`config.mk`:
```
export PLATFORM = sky130hd
export DESIGN_NAME = mem_wb_writeback
export DESIGN_NICKNAME = d
export VERILOG_FILES = /design/src/rtl/mem_wb_writeback.sv
export SDC_FILE = /design/constraint.sdc
export NUM_CORES = 1
export LEC_CHECK = 0
export ABC_AREA = 1
export CORE_UTILIZATION = 39
export CTS_BUF_LIST = sky130_fd_sc_hd__clkbuf_2
export DETAILED_ROUTE_END_ITERATION = 7
export PLACE_DENSITY_LB_ADDON = 0.1
export SLEW_MARGIN = 10
export SYNTH_ARGS = -nofsm -noshare
export SYNTH_HDL_FRONTEND = slang
export SYNTH_SLANG_ARGS = --single-unit
```
`constraint.sdc`:
```
create_clock -name Clk -period 0.92 [get_ports Clk]
set_input_delay 0.092 -clock Clk [delete_from_list [all_inputs] [get_ports Clk]]
set_output_delay 0.092 -clock Clk [all_outputs]
set_load 0.02 [all_outputs]
```
`src/rtl/mem_wb_writeback.sv`:
```
// MEM/WB pipeline register and write-back mux; the registered write also serves as the WB forward source.
// Optional retired-instruction counter enabled by defining WB_RETIRE_COUNT_EN.
module mem_wb_writeback #(
   parameter int DATA_W = 32,
   parameter int REG_AW = 5,
   parameter int CNT_W  = 32
) (
   input  logic              Clk,
   input  logic              Rst_n,
   input  logic              Valid_in_MEMWB,
   input  logic              Stall_in_MEMWB,
   input  logic              Flush_in_MEMWB,
   input  logic              RegWrite_in_MEMWB,
   input  logic              MemtoReg_in_MEMWB,
   input  logic [DATA_W-1:0] ReadData_in_MEMWB,
   input  logic [DATA_W-1:0] ALUResult_in_MEMWB,
   input  logic [REG_AW-1:0] WriteReg_in_MEMWB,
   output logic              Valid_out_WB,
   output logic              RegWrite_out_WB,
   output logic [REG_AW-1:0] WriteReg_out_WB,
   output logic [DATA_W-1:0] WriteData_out_WB,
   output logic [CNT_W-1:0]  RetireCount_out_WB
);

   logic              validQ;
   logic              regWriteQ;
   logic              memtoRegQ;
   logic [DATA_W-1:0] readDataQ;
   logic [DATA_W-1:0] aluResultQ;
   logic [REG_AW-1:0] writeRegQ;

   // Flush beats stall so a squashed entry can never be held in WB.
   always_ff @(posedge Clk or negedge Rst_n) begin
      if (!Rst_n) begin
         validQ     <= 1'b0;
         regWriteQ  <= 1'b0;
         memtoRegQ  <= 1'b0;
         readDataQ  <= '0;
         aluResultQ <= '0;
         writeRegQ  <= '0;
      end else if (Flush_in_MEMWB) begin
         validQ     <= 1'b0;
         regWriteQ  <= 1'b0;
         memtoRegQ  <= 1'b0;
         readDataQ  <= '0;
         aluResultQ <= '0;
         writeRegQ  <= '0;
      end else if (!Stall_in_MEMWB) begin
         validQ     <= Valid_in_MEMWB;
         regWriteQ  <= RegWrite_in_MEMWB;
         memtoRegQ  <= MemtoReg_in_MEMWB;
         readDataQ  <= ReadData_in_MEMWB;
         aluResultQ <= ALUResult_in_MEMWB;
         writeRegQ  <= WriteReg_in_MEMWB;
      end
   end

   assign Valid_out_WB     = validQ;
   assign WriteReg_out_WB  = writeRegQ;
   assign WriteData_out_WB = memtoRegQ ? readDataQ : aluResultQ;
   // $0 is hardwired to zero, so writes to it are dropped here rather than in the register file.
   assign RegWrite_out_WB  = validQ & regWriteQ & (writeRegQ != '0);

`ifdef WB_RETIRE_COUNT_EN
   logic [CNT_W-1:0] retireCnt;

   // An instruction retires on the edge where it leaves WB, so each is counted once.
   always_ff @(posedge Clk or negedge Rst_n) begin
      if (!Rst_n)
         retireCnt <= '0;
      else if (validQ && !Stall_in_MEMWB && !Flush_in_MEMWB)
         retireCnt <= retireCnt + {{(CNT_W-1){1'b0}}, 1'b1};
   end

   assign RetireCount_out_WB = retireCnt;
`else
   assign RetireCount_out_WB = '0;
`endif

endmodule

```
==> impl_metrics.json <==
{
  "drive_above_1_share": 0.290,
  "die_h_um": 95.4,
  "comb_power_share": 0.271,
  "clock_skew_ps": 0,
  "gp_congestion": 0.781,
  "fmax_ghz": 0.591,
  "cts_root_buffer": "clkbuf_2",
  "setup_viol": 40,
  "clk_path_buf_depth": 2,
  "ys_ff_latch": 72,
  "critical-path-max-stage-delay_ps": 560,
  "min_path_type": "in2async",
  "worstPathRequired_ps": 830,
  "drcViolationCount": 0,
  "ys_warn_count": 0,
  "syn_to_final_growth_pct": 66.6,
  "fin_ws_ps": -773,
  "grt-ovfl-total": 0,
  "synth.yosys.seq_area_share": 0.529,
  "row_count": 33,
  "p_sw_uw": 2170,
  "port_buffers": 114,
  "wl_um": 9600,
  "dr_total_vias": 3162,
  "antenna_found_initial": 0,
  "clkLatencyLatePin_ps": 460,
  "drv_cap": 0,
  "slew_viol_final": 0,
  "seqPwrFrac": 0.492,
  "cts_max_level": 3,
  "fillers": 677,
  "grt.total_usage": 0.223,
  "end_kind": "output port",
  "layout.nets": 637,
  "critical_path_arrival_ps": 1600,
  "cts_tree": "done",
  "io_pins": 147,
  "syn_inst": 421,
  "startpoint_type": "flip-flop",
  "p_leak_uw": 0.00292,
  "worst-path-buf-inv": 3,
  "dpl.hpwl_um": 6310,
  "peakVddDrop_mv": 0.705,
  "grt_pass1_vias": 3157,
  "path_clk_slew_ps": 180,
  "drtAntennaViolNets": 0,
  "clock_sinks": 72,
  "cellPowerDensity_nw_per_um2": 1240,
  "violations": "negative setup slack",
  "cts_buffers": 9,
  "worstPathCellList": "buf_6, buf_12, nand2_2, o21ai_4, buf_6",
  "final-seq-area_um2": 1810,
  "critical_path.max_fanout": 12,
  "syn_area_um2": 3400,
  "min_period_ps": 1690,
  "die_width_um": 95.4,
  "grt_setup_unrepaired": "yes",
  "crit_type": "reg2out",
  "core_um2": 8340,
  "layout_worst_path_cycle_share": 1.84,
  "p_int_uw": 4880,
  "drt_first_iter_violations": 117,
  "hold_viol": 0,
  "grt_pass1_wl_um": 15200,
  "avgSynthCellArea_um2": 8.08,
  "grt_max_degree": 39,
  "p_sw_frac": 0.308,
  "critPathSlowestCell": "dfrtp_4",
  "cp_top_family": "flip-flops",
  "outcome": "complete, but fails checks",
  "fin_cells": 671,
  "drt-pass1-iter-count": 6,
  "wl_per_cell_um": 14.3,
  "tns_ps": -26580,
  "dp_cells": 643,
  "multi_input_area_um2": 1770,
  "yosysUniqueCellTypes": 14,
  "initial_core_util": 0.408,
  "viasPerCell": 4.71,
  "pwr-share-clk": 0.238,
  "antenna_cells": 0,
  "cpMostUsedCell": "buf_6",
  "die_area_um2": 9100
}
cells in the final DEF, fill, tap and decap left out, types with 3 or more instances in the layout:
cell type,netlist,layout
buf_12,0,7
inv_1,35,33
nand2_2,0,9
nand3_1,40,39
o21ai_1,3,3
dfrtp_1,72,71
conb_1,1,32
dlygate4sd3_1,0,3
nand2_4,0,24
inv_2,1,3
o21ai_4,0,31
nand2_1,146,113
clkbuf_2,1,9
clkdlybuf4s50_1,0,73
buf_16,0,5
buf_6,0,43
o21ai_0,62,30
buf_4,35,21
metrics by stage:
step           total power [µW]   util  hold WS [ps]  area, µm²  worst slack (ps)
2_1_floorplan              4410      -          -204       3880             -52.8
3_3_place_gp               5100  0.601          13.6       5020              -637
3_5_place_dp               5120  0.601          10.4       5020              -654
4_1_cts                    7060  0.676         -13.4       5640              -791
5_1_grt                    7400  0.680         -11.3       5670              -851
6_report                   7050  0.680          12.7       5670              -773
cells in the mapped netlist:
cell      count  area, µm²
inv_2         1       3.75
conb_1        1       3.75
nor2_1        2       7.51
o21ai_0      62        310
clkbuf_2      1       5.00
nand3_1      40        200
buf_4        35        263
buf_2        16       80.1
nand2_1     146        548
dfrtp_1      72       1800
o21ai_1       3       15.0
clkbuf_1      6       22.5
inv_1        35        131
nor2_4        1       11.3
path summary, 6_finish.rpt:
check                                     from  cells past startpoint                   to  slack, ps
worst max-delay path                 memtoRegQ                      5  WriteData_out_WB[6]       -770
worst min-delay path                     Rst_n                      2        readDataQ[27]         10
worst max register to register       memtoRegQ                      4            memtoRegQ       -140
worst min register to register       regWriteQ                      2            regWriteQ        550
max in group asynchronous                Rst_n                      3        readDataQ[28]         30
min in group Clk                Stall_in_MEMWB                      4            memtoRegQ         80
registers in the layout, summed over array words and instances, names as in the netlist:
register,count
Valid_out_WB,1
WriteReg_out_WB,5
regWriteQ,1
memtoRegQ,1
readDataQ,32
aluResultQ,32
area by class of cell:
cell class,count,share of cell area
clock buffers,9,0.00794
clock inverters,7,0.0110
inverters,36,0.0238
multi-input cells,286,0.313
flip-flops and latches,72,0.318
well taps,105,0.0232
repair buffers,156,0.303
routing by layer:
layer / global-route usage / share of wire / vias to the layer above
li1: - / - / 1541
met1: 0.289 / 0.45 / 1500
met2: 0.371 / 0.49 / 104
met3: 0.0399 / 0.046 / 17
met4: 0.0833 / 0.021 / 0
met5: 0 / 0 / -
kinds of logic after synthesis:
group,share of synthesized area
and+or+nand+nor,0.225
buffers and inverters,0.149
DFF,0.529
AOI/OAI and AO/OA,0.0956
other,0.00110
power by group through the flow:
stage               Combinational (µW)  Sequential, µW  Clock (µW)
detailed placement                1640            3480           0
global placement                  1620            3480           0
global route                      2050            3490        1860
CTS                               1900            3460        1700
finish                            1910            3470        1670
floorplan                          930            3480           0
timing repair:
item,CTS,global route
resized for setup,303,14
buffers inserted,6,5
gates cloned,5,0
hold buffers,3,1
hold endpoints to repair,72,3
pin swaps,20,1
setup endpoints to repair,40,43
(Power assumes the default switching activity.)
